File: config.mk
export PLATFORM = sky130hd
export DESIGN_NAME = gpstb_snapshot_reader_flat
export DESIGN_NICKNAME = d
export VERILOG_FILES = /design/src/rtl/gpstb_snapshot_reader_if.sv /design/src/rtl/gpstb_snapshot_reader.sv /design/src/flat_wrapper.sv
export SDC_FILE = /design/constraint.sdc
export NUM_CORES = 1
export LEC_CHECK = 0
export BUFFER_PORTS_ARGS = -buffer_cell sky130_fd_sc_hd__buf_2
export CELL_PAD_IN_SITES_DETAIL_PLACEMENT = 1
export CELL_PAD_IN_SITES_GLOBAL_PLACEMENT = 1
export CORE_ASPECT_RATIO = 0.6
export CORE_MARGIN = 2
export CORE_UTILIZATION = 50
export DETAILED_ROUTE_END_ITERATION = 10
export PLACE_DENSITY = 0.88
export SLEW_MARGIN = 40
export SYNTH_ARGS = -nofsm -noshare
export SYNTH_HDL_FRONTEND = slang
export SYNTH_SLANG_ARGS = --single-unit
File: constraint.sdc
create_clock -name i_clk -period 6.4 [get_ports i_clk]
set_clock_uncertainty 0.05 [all_clocks]
set_input_delay 0.96 -clock i_clk [delete_from_list [all_inputs] [get_ports i_clk]]
set_output_delay 0.96 -clock i_clk [all_outputs]
set_load 0.02 [all_outputs]
File: src/rtl/gpstb_snapshot_reader_if.sv
// Bus bundle for the snapshot reader: Wishbone pipelined read port toward the
// test-bench register bank plus the valid/ready record port toward the logger.
interface gpstb_snapshot_reader_if #(
  parameter int DW = 32
);
  logic            o_wb_cyc;
  logic            o_wb_stb;
  logic            o_wb_we;
  logic [2:0]      o_wb_addr;
  logic [DW-1:0]   o_wb_data;
  logic [DW/8-1:0] o_wb_sel;
  logic            i_wb_stall;
  logic            i_wb_ack;
  logic            i_wb_err;
  logic [DW-1:0]   i_wb_data;
  logic            o_valid;
  logic            i_ready;
  logic [31:0]     o_lcl;
  logic [31:0]     o_err_hi;
  logic [31:0]     o_err_lo;
  logic [63:0]     o_count;
  logic [63:0]     o_step;
  logic            o_busy;
  logic            o_fault;

  modport master (
    output o_wb_cyc, o_wb_stb, o_wb_we, o_wb_addr, o_wb_data, o_wb_sel,
    input  i_wb_stall, i_wb_ack, i_wb_err, i_wb_data,
    output o_valid, o_lcl, o_err_hi, o_err_lo, o_count, o_step, o_busy, o_fault,
    input  i_ready
  );

  modport slave (
    input  o_wb_cyc, o_wb_stb, o_wb_we, o_wb_addr, o_wb_data, o_wb_sel,
    output i_wb_stall, i_wb_ack, i_wb_err, i_wb_data,
    input  o_valid, o_lcl, o_err_hi, o_err_lo, o_count, o_step, o_busy, o_fault,
    output i_ready
  );
endinterface

File: src/rtl/gpstb_snapshot_reader.sv
// Wishbone pipelined master that reads registers 1..7 of the GPS-clock
// test-bench bank as one coherent snapshot and presents it as a single record.
module gpstb_snapshot_reader #(
  parameter int DW      = 32,
  parameter int TIMEOUT = 1023,
  parameter int TW      = 10
) (
  input  logic                    i_clk,
  input  logic                    i_reset_n,
  input  logic                    i_trigger,
  gpstb_snapshot_reader_if.master bus
);

  typedef enum logic [1:0] {
    ST_IDLE = 2'd0,
    ST_REQ  = 2'd1,
    ST_WAIT = 2'd2,
    ST_OUT  = 2'd3
  } state_t;

  localparam logic [TW-1:0] TMO_MAX = TW'(TIMEOUT);

  state_t        state_r;
  logic          cyc_r;
  logic          stb_r;
  logic          valid_r;
  logic          busy_r;
  logic          fault_r;
  logic [2:0]    addr_r;
  logic [2:0]    ack_cnt_r;
  logic [TW-1:0] tmo_r;
  logic [DW-1:0] slot_r [0:5];
  logic [31:0]   lcl_r;
  logic [31:0]   err_hi_r;
  logic [31:0]   err_lo_r;
  logic [63:0]   count_r;
  logic [63:0]   step_r;
  logic          abort_s;

  assign abort_s = bus.i_wb_err || (tmo_r == TMO_MAX);

  // Issue/collect FSM; the record registers only change when the 7th ack lands,
  // so an aborted or reset snapshot never leaks partial slots to the outputs.
  always_ff @(posedge i_clk or negedge i_reset_n) begin
    if (!i_reset_n) begin
      state_r   <= ST_IDLE;
      cyc_r     <= 1'b0;
      stb_r     <= 1'b0;
      valid_r   <= 1'b0;
      busy_r    <= 1'b0;
      fault_r   <= 1'b0;
      addr_r    <= 3'd0;
      ack_cnt_r <= 3'd0;
      tmo_r     <= {TW{1'b0}};
      lcl_r     <= 32'd0;
      err_hi_r  <= 32'd0;
      err_lo_r  <= 32'd0;
      count_r   <= 64'd0;
      step_r    <= 64'd0;
      for (int i = 0; i < 6; i++) begin
        slot_r[i] <= {DW{1'b0}};
      end
    end else begin
      case (state_r)
        ST_IDLE: begin
          if (i_trigger) begin
            state_r   <= ST_REQ;
            cyc_r     <= 1'b1;
            stb_r     <= 1'b1;
            addr_r    <= 3'd1;
            busy_r    <= 1'b1;
            fault_r   <= 1'b0;
            ack_cnt_r <= 3'd0;
            tmo_r     <= {TW{1'b0}};
          end
        end
        ST_REQ, ST_WAIT: begin
          if (abort_s) begin
            state_r <= ST_IDLE;
            cyc_r   <= 1'b0;
            stb_r   <= 1'b0;
            busy_r  <= 1'b0;
            fault_r <= 1'b1;
          end else begin
            // Abort fires at TMO_MAX, so this increment never passes it.
            tmo_r <= tmo_r + TW'(1);
            if (stb_r && !bus.i_wb_stall) begin
              if (addr_r == 3'd7) begin
                stb_r   <= 1'b0;
                state_r <= ST_WAIT;
              end else begin
                addr_r <= addr_r + 3'd1;
              end
            end
            if (bus.i_wb_ack) begin
              if (ack_cnt_r == 3'd6) begin
                lcl_r    <= slot_r[0];
                err_hi_r <= slot_r[1];
                err_lo_r <= slot_r[2];
                count_r  <= {slot_r[3], slot_r[4]};
                step_r   <= {slot_r[5], bus.i_wb_data};
                cyc_r    <= 1'b0;
                stb_r    <= 1'b0;
                valid_r  <= 1'b1;
                state_r  <= ST_OUT;
              end else begin
                slot_r[ack_cnt_r] <= bus.i_wb_data;
                ack_cnt_r         <= ack_cnt_r + 3'd1;
              end
            end
          end
        end
        ST_OUT: begin
          if (valid_r && bus.i_ready) begin
            valid_r <= 1'b0;
            busy_r  <= 1'b0;
            state_r <= ST_IDLE;
          end
        end
        default: begin
          state_r <= ST_IDLE;
          cyc_r   <= 1'b0;
          stb_r   <= 1'b0;
          valid_r <= 1'b0;
          busy_r  <= 1'b0;
        end
      endcase
    end
  end

  assign bus.o_wb_cyc  = cyc_r;
  assign bus.o_wb_stb  = stb_r;
  assign bus.o_wb_we   = 1'b0;
  assign bus.o_wb_addr = addr_r;
  assign bus.o_wb_data = {DW{1'b0}};
  assign bus.o_wb_sel  = {(DW/8){1'b1}};
  assign bus.o_valid   = valid_r;
  assign bus.o_lcl     = lcl_r;
  assign bus.o_err_hi  = err_hi_r;
  assign bus.o_err_lo  = err_lo_r;
  assign bus.o_count   = count_r;
  assign bus.o_step    = step_r;
  assign bus.o_busy    = busy_r;
  assign bus.o_fault   = fault_r;

endmodule

File: src/flat_wrapper.sv
// flat-port wrapper written by rule: the top's interface ports become plain ports
module gpstb_snapshot_reader_flat 
#(
  parameter int DW      = 32,
  parameter int TIMEOUT = 1023,
  parameter int TW      = 10
)
  (i_clk, i_reset_n, i_trigger, bus_o_wb_cyc, bus_o_wb_stb, bus_o_wb_we, bus_o_wb_addr, bus_o_wb_data, bus_o_wb_sel, bus_i_wb_stall, bus_i_wb_ack, bus_i_wb_err, bus_i_wb_data, bus_o_valid, bus_o_lcl, bus_o_err_hi, bus_o_err_lo, bus_o_count, bus_o_step, bus_o_busy, bus_o_fault, bus_i_ready);
  gpstb_snapshot_reader_if #(.DW(DW)) bus_i ();
  input  logic i_clk;
  input  logic i_reset_n;
  input  logic i_trigger;
  output wire logic [$bits(bus_i.o_wb_cyc)-1:0] bus_o_wb_cyc;
  output wire logic [$bits(bus_i.o_wb_stb)-1:0] bus_o_wb_stb;
  output wire logic [$bits(bus_i.o_wb_we)-1:0] bus_o_wb_we;
  output wire logic [$bits(bus_i.o_wb_addr)-1:0] bus_o_wb_addr;
  output wire logic [$bits(bus_i.o_wb_data)-1:0] bus_o_wb_data;
  output wire logic [$bits(bus_i.o_wb_sel)-1:0] bus_o_wb_sel;
  input wire logic [$bits(bus_i.i_wb_stall)-1:0] bus_i_wb_stall;
  input wire logic [$bits(bus_i.i_wb_ack)-1:0] bus_i_wb_ack;
  input wire logic [$bits(bus_i.i_wb_err)-1:0] bus_i_wb_err;
  input wire logic [$bits(bus_i.i_wb_data)-1:0] bus_i_wb_data;
  output wire logic [$bits(bus_i.o_valid)-1:0] bus_o_valid;
  output wire logic [$bits(bus_i.o_lcl)-1:0] bus_o_lcl;
  output wire logic [$bits(bus_i.o_err_hi)-1:0] bus_o_err_hi;
  output wire logic [$bits(bus_i.o_err_lo)-1:0] bus_o_err_lo;
  output wire logic [$bits(bus_i.o_count)-1:0] bus_o_count;
  output wire logic [$bits(bus_i.o_step)-1:0] bus_o_step;
  output wire logic [$bits(bus_i.o_busy)-1:0] bus_o_busy;
  output wire logic [$bits(bus_i.o_fault)-1:0] bus_o_fault;
  input wire logic [$bits(bus_i.i_ready)-1:0] bus_i_ready;
  assign bus_o_wb_cyc = bus_i.o_wb_cyc;
  assign bus_o_wb_stb = bus_i.o_wb_stb;
  assign bus_o_wb_we = bus_i.o_wb_we;
  assign bus_o_wb_addr = bus_i.o_wb_addr;
  assign bus_o_wb_data = bus_i.o_wb_data;
  assign bus_o_wb_sel = bus_i.o_wb_sel;
  assign bus_i.i_wb_stall = bus_i_wb_stall;
  assign bus_i.i_wb_ack = bus_i_wb_ack;
  assign bus_i.i_wb_err = bus_i_wb_err;
  assign bus_i.i_wb_data = bus_i_wb_data;
  assign bus_o_valid = bus_i.o_valid;
  assign bus_o_lcl = bus_i.o_lcl;
  assign bus_o_err_hi = bus_i.o_err_hi;
  assign bus_o_err_lo = bus_i.o_err_lo;
  assign bus_o_count = bus_i.o_count;
  assign bus_o_step = bus_i.o_step;
  assign bus_o_busy = bus_i.o_busy;
  assign bus_o_fault = bus_i.o_fault;
  assign bus_i.i_ready = bus_i_ready;
  gpstb_snapshot_reader #(.DW(DW), .TIMEOUT(TIMEOUT), .TW(TW)) u_core (.i_clk(i_clk), .i_reset_n(i_reset_n), .i_trigger(i_trigger), .bus(bus_i));
endmodule
==> reports/metrics.yaml, run 1 <==
status: "finished clean"
fin_setup_tns_ns: 0
p_per_area_nw_per_um2: 429.6
maxClockFrequency_ghz: 0.2897
timing.final.hold_violations: 0
cts_resized: 0
placeableCoreArea_um2: 33770
cp.required_ns: 6.75
critPathTopFamily: "buffers and inverters"
ff2ff_setup_slack_ns: 2.95
min_period_over_period: 0.5393
clk_latency_ns: 0.53
endpoint: "u_core.bus.o_count[25]$_DFFE_PN0P_"
start_util: 0.5086
synth_area_leader_cell: "dfrtp_1"
drive_gt1_frac: 0.5453
firstDrtPassIters: 4
fin_cells: 1849
path_cells: "inv_1, ha_1, and2b_1, o311ai_4, buf_4, buf_4, mux2_2"
start_kind: "flip-flop"
yosysMostFrequentCell: "dfrtp_1"
grt_start_max_net_pins: 149
startpoint: "u_core.state_r[0]$_DFFE_PN0P_"
die_h_um: 147.6
cpMostUsedCell: "buf_4"
io_buffers: 270
drt_iter0_markers: 447
reg2reg_to: "u_core.bus.o_count[25]$_DFFE_PN0P_"
drc_errors: 0
slowest_stage: "buf_4"
post-cts-setup-buffers: 0
drv_slew: 0
max-vdd-ir-drop_mv: 0.2672
ant_nets: 0
fp.dieArea_um2: 35890
finalCriticalPeriod_ns: 3.451
nNetsFinal: 1408
synth_edf_count: 0
async_flop_share: 1.000
regToRegStartpoint: "u_core.state_r[0]$_DFFE_PN0P_"
antenna_found_initial: 0
wire_per_inst_um: 23.32
setup_viol: 0
synth_top_area_frac: 0.6397
synthTopCellsByCount: "439 x dfrtp_1, 404 x mux2_2, 55 x buf_4"
place_area_um2: 18900
syn_area_per_cell_um2: 15.89
place_inst: 1776
p_leak_uw: 0.01085
clock_path_buffers: 3
crit_buf_inv: 3
syn-instance-count: 1081
criticalPathCategory: "reg2reg"
hold_path.class: "in2async"
grt_usage: 0.2436
gp_congestion: 0.8220
drt_wl_total_mm: 43.11
clock_sinks: 439
worstPathArrival_ns: 3.81
ff2ff_path_depth: 7
grt-ovfl-total: 0
synth.area.top_cells: "dfrtp_1 64%, mux2_2 26%, buf_4 2.4%"
insertedDiodeCount: 0
cts_root_buffer: "clkbuf_16"
critPathCaptureType: "flip-flop"
cp_max_fo: 56
drv_cap: 0
hpwl_mm: 27.99
grt_first_pass_wirelength_mm: 67.51
vias: 9969
htreeDepth: 2
ys_types: 50
ys_seq_area_frac: 0.6397
pin_count: 308
cpPeakStageDelay_ns: 0.73
synth_ff_type: "dfrtp_1"
viasPerCell: 5.392
cts_buffers: 40
rows: 52
postCtsHoldBufs: 0
cp.depth: 7
die_w_um: 243.3
syn-cell-area_um2: 17170
syn_to_final_growth_pct: 17.76
grt_pass1_vias: 11180
rsz0062_at_grt: "no"
yosys_warnings: 0
final_area_um2: 20220
tightest_slew_ns: 0.7945
yosys_register_bits: 439
maxSlewHeadroom: 0.4656
clk_pin_slew_ns: 0.06
cts_tree: "yes"
## power breakdown
group | switching (µW) | total (µW) | internal (µW)
registers | 518 | 4160 | 3640
logic | 1180 | 2150 | 968
clock network | 1020 | 2380 | 1360
## logic make-up (layout without fill, tap and decap cells)
group,after synthesis,count (layout),synth area share
flip-flops,439,439,0.6397
multiplexers,418,418,0.2741
other,2,37,0.0004373
AO/OA/AOI/OAI,53,53,0.02222
AND/OR/NAND/NOR,68,68,0.02186
adder cells (fa/ha/maj),9,9,0.006557
buffers and inverters,92,366,0.03512
## how the worst min path moves through the flow
stage                             startpoint                       endpoint  slack (ns)  depth (start not counted)
2_1_floorplan  u_core.slot_r[67]$_DFFE_PN0P_  u_core.slot_r[67]$_DFFE_PN0P_        0.40                          1
3_3_place_gp   u_core.slot_r[42]$_DFFE_PN0P_  u_core.slot_r[42]$_DFFE_PN0P_        0.41                          1
3_5_place_dp   u_core.slot_r[41]$_DFFE_PN0P_  u_core.slot_r[41]$_DFFE_PN0P_        0.43                          1
4_1_cts                            i_reset_n   u_core.slot_r[8]$_DFFE_PN0P_        0.26                          1
5_1_grt                            i_reset_n   u_core.slot_r[8]$_DFFE_PN0P_        0.28                          1
6_report                           i_reset_n   u_core.slot_r[8]$_DFFE_PN0P_        0.28                          1
## worst reg2reg max path, stage by stage, from the launching register on
cell and delay (ns):
dfrtp_1 0.40, inv_1 0.09, ha_1 0.50, and2b_1 0.31, o311ai_4 0.12, buf_4 0.66, buf_4 0.75, mux2_2 0.45
## per-stage QoR
stage / hold WS (ns) / worst slack, ns / total power (µW) / util
floorplan: 0.4041 / 3.914 / 5452 / -
global placement: 0.4139 / 2.506 / 6090 / 0.5562
detailed placement: 0.4292 / 2.702 / 6309 / 0.5598
CTS: 0.2627 / 2.715 / 8769 / 0.5979
global route: 0.2833 / 2.741 / 9114 / 0.5989
finish: 0.2778 / 2.949 / 8687 / 0.5989
## cells in the final DEF (no fill, tap or decap), drive strengths merged, types with 2 or more instances in the layout
master and n:
a211o 3, a21o 2, a21oi 8, a22o 2
a31oi 3, a41oi 2, and3 3, and4 3
buf 287, bufinv 2, clkbuf 63, clkinv 6
conb 37, dfrtp 439, ha 9, inv 7
mux2 418, nand2 16, nand2b 4, nand3 12
nand4 6, nor2 9, nor2b 2, nor3 5
o211ai 3, o21a 2, o21ai 13, o22ai 3
o31ai 3, or4 3
## routing by layer
| layer | wire, µm | vias to the layer above | GRT usage |
|---|---|---|---|
| met5 | 0 | - | 0 |
| met4 | 787 | 0 | 0.05552 |
| met3 | 2219 | 60 | 0.05465 |
| met2 | 21470 | 223 | 0.4110 |
| met1 | 18640 | 5350 | 0.3251 |
| li1 | - | 4336 | - |
## registers in the layout, indices dropped and copies added, names as in the netlist
| signal | count |
|---|---|
| u_core.bus.o_lcl | 32 |
| u_core.bus.o_wb_addr | 3 |
| u_core.bus.o_err_lo | 32 |
| u_core.bus.o_busy | 1 |
| u_core.bus.o_count | 64 |
| u_core.tmo_r | 10 |
| u_core.slot_r | 192 |
| u_core.bus.o_valid | 1 |
| u_core.bus.o_err_hi | 32 |
| u_core.bus.o_step | 64 |
| u_core.bus.o_wb_stb | 1 |
| u_core.state_r | 2 |
| u_core.bus.o_wb_cyc | 1 |
| u_core.bus.o_fault | 1 |
| u_core.ack_cnt_r | 3 |
## area by class of cell
cell class              instances  area (µm²)
inverters                       7       26.28
multi-input cells             585        5737
flip-flops and latches        439       10990
well taps                     459       574.3
fillers                      3214       13540
clock buffers                  63        1189
repair buffers                287        1614
clock inverters                 9       97.59
Note: power is estimated with default switching activity, not from simulation.
==> inputs of run 2 (changes only) <==
--- a/config.mk
+++ b/config.mk
@@ -10,9 +10,9 @@
 export CELL_PAD_IN_SITES_GLOBAL_PLACEMENT = 1
 export CORE_ASPECT_RATIO = 0.6
 export CORE_MARGIN = 2
-export CORE_UTILIZATION = 50
+export CORE_UTILIZATION = 42
 export DETAILED_ROUTE_END_ITERATION = 10
-export PLACE_DENSITY = 0.88
+export PLACE_DENSITY = 0.79
 export SLEW_MARGIN = 40
 export SYNTH_ARGS = -nofsm -noshare
 export SYNTH_HDL_FRONTEND = slang
==> constraint.sdc (replaced) <==
create_clock -name i_clk -period 2.8 [get_ports i_clk]
set_clock_uncertainty 0.05 [all_clocks]
set_input_delay 0.42 -clock i_clk [delete_from_list [all_inputs] [get_ports i_clk]]
set_output_delay 0.42 -clock i_clk [all_outputs]
set_load 0.02 [all_outputs]
==> reports/metrics.yaml, run 2 (synthesis results as in run 1) <==
grt_first_pass_wirelength_mm: 67.52  # about the same
crit_buf_inv: 2  # -1
io_buffers: 270  # unchanged
drt_iter0_markers: 541  # +21%
criticalPathCategory: "reg2reg"
power.internal_uw: 14010  # +130%
largest_reg_flops: 192  # unchanged
fp.dieArea_um2: 42570  # +19%
maxClockFrequency_ghz: 0.4014  # +39%
p_leak_uw: 0.01106  # +1.9%
drv_slew: 0  # unchanged
drt_wl_total_mm: 42.96  # -0.35%
regMostFlops: "u_core.slot_r"
insertedDiodeCount: 0  # unchanged
finalCriticalPeriod_ns: 2.491  # -0.9604 ns
firstDrtPassIters: 4  # unchanged
clock_sinks: 439  # unchanged
antenna_found_initial: 0  # unchanged
max-vdd-ir-drop_mv: 0.4360  # +63%
setup_viol: 0  # unchanged
cts_root_buffer: "clkbuf_16"
min_period_over_period: 0.8897  # +0.3504
path_cells: "ha_1, nand3_1, o311ai_4, buf_12, buf_12, mux2_2"
cpPeakStageDelay_ns: 0.43  # -0.30 ns
syn_to_final_growth_pct: 20.38
multi_input_comb_area_um2: 5722  # -0.26%
final_common_cell: "dfrtp_1"
wire_per_inst_um: 22.07  # -5.4%
layout_common_cells: "439 x dfrtp_1, 404 x mux2_2, 269 x buf_2"
cp.required_ns: 3.17  # -3.58 ns
status: "finished clean"
grt-ovfl-total: 0  # unchanged
htreeDepth: 2  # unchanged
slowest_stage: "o311ai_4"
rows: 57  # +9.6%
clk_pin_slew_ns: 0.07  # about the same
rsz0062_at_grt: "no"
fillers: 3988  # +24%
hold_path.class: "in2reg"
fin_setup_tns_ns: 0  # unchanged
cts_tree: "yes"
cts_buffers: 41  # +2.5%
hpwl_mm: 29.00  # +3.6%
start_kind: "flip-flop"
cts_resized: 0  # unchanged
viasPerCell: 5.171  # -4.1%
whs_ns: 0.1765  # -0.1013 ns
combPwrFrac: 0.243  # -0.004
grt_start_max_net_pins: 70  # -53%
p_per_area_nw_per_um2: 977.1  # +130%
power_switching_uw: 6185  # +130%
critPathTopFamily: "buffers and inverters"
clockPowerShare: 0.290  # +0.016
grt_usage: 0.2048  # -0.03879
timing.final.hold_violations: 0  # unchanged
die_w_um: 265.0  # +9.0%
maxSlewHeadroom: 0.5000  # +0.03443
cp_max_fo: 39  # -30%
drc_errors: 0  # unchanged
vias: 10070  # +0.99%
seqCellArea_um2: 10990  # unchanged
gp_congestion: 0.8109  # -1.4%
ant_nets: 0  # unchanged
critPathCaptureType: "flip-flop"
tightest_slew_ns: 0.7402  # -0.05427 ns
placeableCoreArea_um2: 40370  # +20%
netSwitchingFraction: 0.3062  # -0.006870
drv_cap: 0  # unchanged
nNetsFinal: 1432  # +1.7%
cpMostUsedCell: "buf_12"
grt_pass1_vias: 11300  # +1.1%
die_h_um: 160.6  # +8.9%
pwr-share-seq: 0.467  # -0.012
pin_count: 308  # unchanged
clk_latency_ns: 0.54  # about the same
clock_path_buffers: 3  # unchanged
worstPathArrival_ns: 2.86  # -0.95 ns
drive_gt1_frac: 0.5572  # +0.01188
start_util: 0.4254  # -0.08314
==> run 2: layer usage <==
metal	up-vias	share of wire	wire length, µm	GRT usage
met2	215	0.49	20930	0.3408
li1	4394	-	-	-
met4	0	0.016	690	0.04314
met1	5400	0.44	18960	0.2747
met3	59	0.055	2379	0.04937
met5	-	0	0	0
==> run 2: power by group through the flow <==
stage / Clock [µW] / Sequential (µW) / Combinational (µW)
2_1_floorplan: 0 / 10100 / 2360
3_3_place_gp: 0 / 9350 / 4700
3_5_place_dp: 0 / 9530 / 4930
4_1_cts: 6030 / 9450 / 4980
5_1_grt: 6290 / 9710 / 5280
6_report: 5850 / 9440 / 4900
==> run 2: through the flow <==
stage	utilization	cells	setup WS [ns]	power, µW	instance area [µm²]
finish	0.5121	1947	0.3090	20200	20670
global route	0.5121	1947	0.2131	21280	20670
CTS	0.5121	1947	0.3220	20460	20670
detailed placement	0.4766	1871	0.3333	14460	19240
global placement	0.4766	1871	0.4254	14050	19240
floorplan	-	1116	0.5726	12460	17300
==> run 2: path summary, 6_finish.rpt <==
path,endpoint,slack (ns),depth (start not counted),startpoint
setup / recovery,u_core.bus.o_step[13]$_DFFE_PN0P_,0.31,6,u_core.tmo_r[1]$_DFFE_PN0P_
hold / removal,u_core.slot_r[145]$_DFFE_PN0P_,0.18,2,bus_i_wb_data[17]
setup reg to reg,u_core.bus.o_step[13]$_DFFE_PN0P_,0.31,6,u_core.tmo_r[1]$_DFFE_PN0P_
hold reg to reg,u_core.slot_r[40]$_DFFE_PN0P_,0.44,1,u_core.slot_r[40]$_DFFE_PN0P_
max in group asynchronous,u_core.slot_r[40]$_DFFE_PN0P_,1.50,3,i_reset_n
min in group asynchronous,u_core.bus.o_err_hi[7]$_DFFE_PN0P_,0.41,2,i_reset_n
==> run 2: final cells by class <==
type / count / share of cell area
sequential: 439 / 0.5314
multi-input combinational: 585 / 0.2768
tap: 531 / 0.03214
timing repair buffer: 310 / 0.08958
inverter: 7 / 0.001271
clock inverter: 16 / 0.009502
clock buffer: 59 / 0.05932
==> run 2: what timing repair did <==
item	4_1_cts	5_1_grt
hold buffers	1	0
setup buffers	0	0
endpoints found under the hold margin	57	0
==> inputs of run 3 (changes only) <==
--- a/config.mk
+++ b/config.mk
@@ -9,7 +9,6 @@
 export CELL_PAD_IN_SITES_DETAIL_PLACEMENT = 1
 export CELL_PAD_IN_SITES_GLOBAL_PLACEMENT = 1
 export CORE_ASPECT_RATIO = 0.6
-export CORE_MARGIN = 2
 export CORE_UTILIZATION = 42
 export DETAILED_ROUTE_END_ITERATION = 10
 export PLACE_DENSITY = 0.79
==> reports/metrics.yaml, run 3 (synthesis results as in run 1) <==
io_buffers: 270  # unchanged
rows: 56  # -1.8%
cts_buffers: 41  # unchanged
clk_pin_slew_ns: 0.06  # about the same
gp_congestion: 0.7749  # -4.4%
worstPathArrival_ns: 2.93  # +0.07 ns
max-vdd-ir-drop_mv: 0.4598  # +5.5%
netSwitchingFraction: 0.3066  # +0.0003814
fin_setup_tns_ns: 0  # unchanged
grt-ovfl-total: 0  # unchanged
status: "finished clean"
setup_viol: 0  # unchanged
largest_reg_flops: 192  # unchanged
drc_errors: 0  # unchanged
rsz0062_at_grt: "no"
fp.dieArea_um2: 41730  # -2.0%
die_w_um: 263.0  # -0.75%
drt_iter0_markers: 448  # -17%
power_switching_uw: 6091  # -1.5%
insertedDiodeCount: 0  # unchanged
clk_latency_ns: 0.53  # about the same
grt_first_pass_wirelength_mm: 65.84  # -2.5%
placeableCoreArea_um2: 39660  # -1.8%
start_kind: "flip-flop"
syn_to_final_growth_pct: 19.85
wire_per_inst_um: 21.54  # -2.4%
final_common_cell: "dfrtp_1"
criticalPathCategory: "reg2reg"
maxClockFrequency_ghz: 0.3903  # -2.8%
pwr-share-seq: 0.476  # +0.009
p_leak_uw: 0.01102  # -0.37%
nNetsFinal: 1439  # +0.49%
layout_common_cells: "439 x dfrtp_1, 404 x mux2_2, 269 x buf_2"
cp_max_fo: 13  # -67%
drv_slew: 0  # unchanged
grt_start_max_net_pins: 83  # +19%
maxSlewHeadroom: 0.5001  # about the same
clock_path_buffers: 3  # unchanged
drt_wl_total_mm: 41.92  # -2.4%
hold_path.class: "in2reg"
clock_sinks: 439  # unchanged
cts_tree: "yes"
timing.final.hold_violations: 0  # unchanged
grt_usage: 0.2040  # -0.0007787
fin_ws_ns: 0.2378  # -0.07118 ns
grt_pass1_vias: 10980  # -2.8%
tightest_slew_ns: 0.7499  # +0.009671 ns
start_util: 0.4330  # +0.007597
power.internal_uw: 13780  # -1.7%
combPwrFrac: 0.244  # about the same
regMostFlops: "u_core.slot_r"
pin_count: 308  # unchanged
cp.required_ns: 3.16  # about the same
post-cts-setup-buffers: 0  # unchanged
min_period_over_period: 0.9151  # +0.02542
vias: 10010  # -0.62%
critPathCaptureType: "flip-flop"
die_h_um: 158.6  # -1.2%
antenna_found_initial: 0  # unchanged
htreeDepth: 2  # unchanged
dp_slack_ns: 0.2909  # -0.04240 ns
p_per_area_nw_per_um2: 965.3  # -1.2%
finalCriticalPeriod_ns: 2.562  # +0.07118 ns
cts_root_buffer: "clkbuf_16"
ant_nets: 0  # unchanged
fillers: 3914  # -1.9%
clockPowerShare: 0.280  # -0.010
drv_cap: 0  # unchanged
hpwl_mm: 28.71  # -0.99%
drive_gt1_frac: 0.5527  # -0.004535
viasPerCell: 5.142  # -0.56%
firstDrtPassIters: 4  # unchanged
cts_resized: 0  # unchanged
-- run 3: changes by cell type in the layout (fill, tap and decap cells not counted), sizes merged --
cell | previous run | this run
clkbuf | 59 | 70
buf | 309 | 316
clkinv | 9 | 2
bufinv | 4 | 1
-- run 3: final cells by class --
type	count	area, µm²	area share
well taps	522	653.1	0.03173
clock inverters	6	63.81	0.003100
multi-input cells	585	5722	0.2780
clock buffers	70	1277	0.06207
inverters	7	26.28	0.001277
flip-flops and latches	439	10990	0.5337
repair buffers	317	1854	0.09009
-- run 3: worst max-delay path: stages (launching register included) --
cell and delay [ns]:
dfrtp_1 0.42, inv_1 0.11, ha_1 0.31, and2b_1 0.22, o31a_1 0.36, and4_2 0.33
buf_4 0.27, mux2_2 0.36
-- run 3: path summary, 6_finish.rpt --
check | startpoint | endpoint | slack, ns | depth (start not counted)
max | u_core.state_r[0]$_DFFE_PN0P_ | u_core.slot_r[43]$_DFFE_PN0P_ | 0.24 | 7
max reg2reg | u_core.state_r[0]$_DFFE_PN0P_ | u_core.slot_r[43]$_DFFE_PN0P_ | 0.24 | 7
min in group asynchronous | i_reset_n | u_core.bus.o_err_hi[7]$_DFFE_PN0P_ | 0.44 | 2
min reg2reg | u_core.slot_r[38]$_DFFE_PN0P_ | u_core.slot_r[38]$_DFFE_PN0P_ | 0.44 | 1
min | bus_i_wb_data[22] | u_core.slot_r[86]$_DFFE_PN0P_ | 0.18 | 2
max in group asynchronous | i_reset_n | u_core.bus.o_step[21]$_DFFE_PN0P_ | 1.36 | 3
-- run 3: power by group through the flow --
stage | Sequential, µW | Combinational (µW) | Clock, µW
floorplan | 10100 | 2360 | 0
global placement | 9370 | 4670 | 0
detailed placement | 9530 | 4890 | 0
CTS | 9450 | 4920 | 5720
global route | 9700 | 5230 | 5960
finish | 9450 | 4850 | 5570
-- run 3: metal layers --
layer	share of wire	vias up	global-route usage
met5	0	-	0
li1	-	4396	-
met2	0.48	200	0.3367
met3	0.049	53	0.04562
met1	0.45	5357	0.2770
met4	0.016	0	0.04567
-- run 3: what timing repair did --
| action | CTS | global route |
|---|---|---|
| endpoints found under the hold margin | 65 | 0 |
| hold buffers | 1 | 0 |
| endpoints found under the setup margin | 0 | 0 |
-- run 3: per-stage QoR --
stage               std cells  cell area (µm²)  utilization  power (µW)  hold WS (ns)
floorplan                1116            17300            -       12460       0.07441
finish                   1946            20580       0.5190       19870        0.1790
global placement         1869            19230       0.4849       14030        0.4127
global route             1946            20580       0.5190       20880        0.1648
detailed placement       1869            19230       0.4849       14420        0.4256
CTS                      1946            20580       0.5190       20090        0.1528
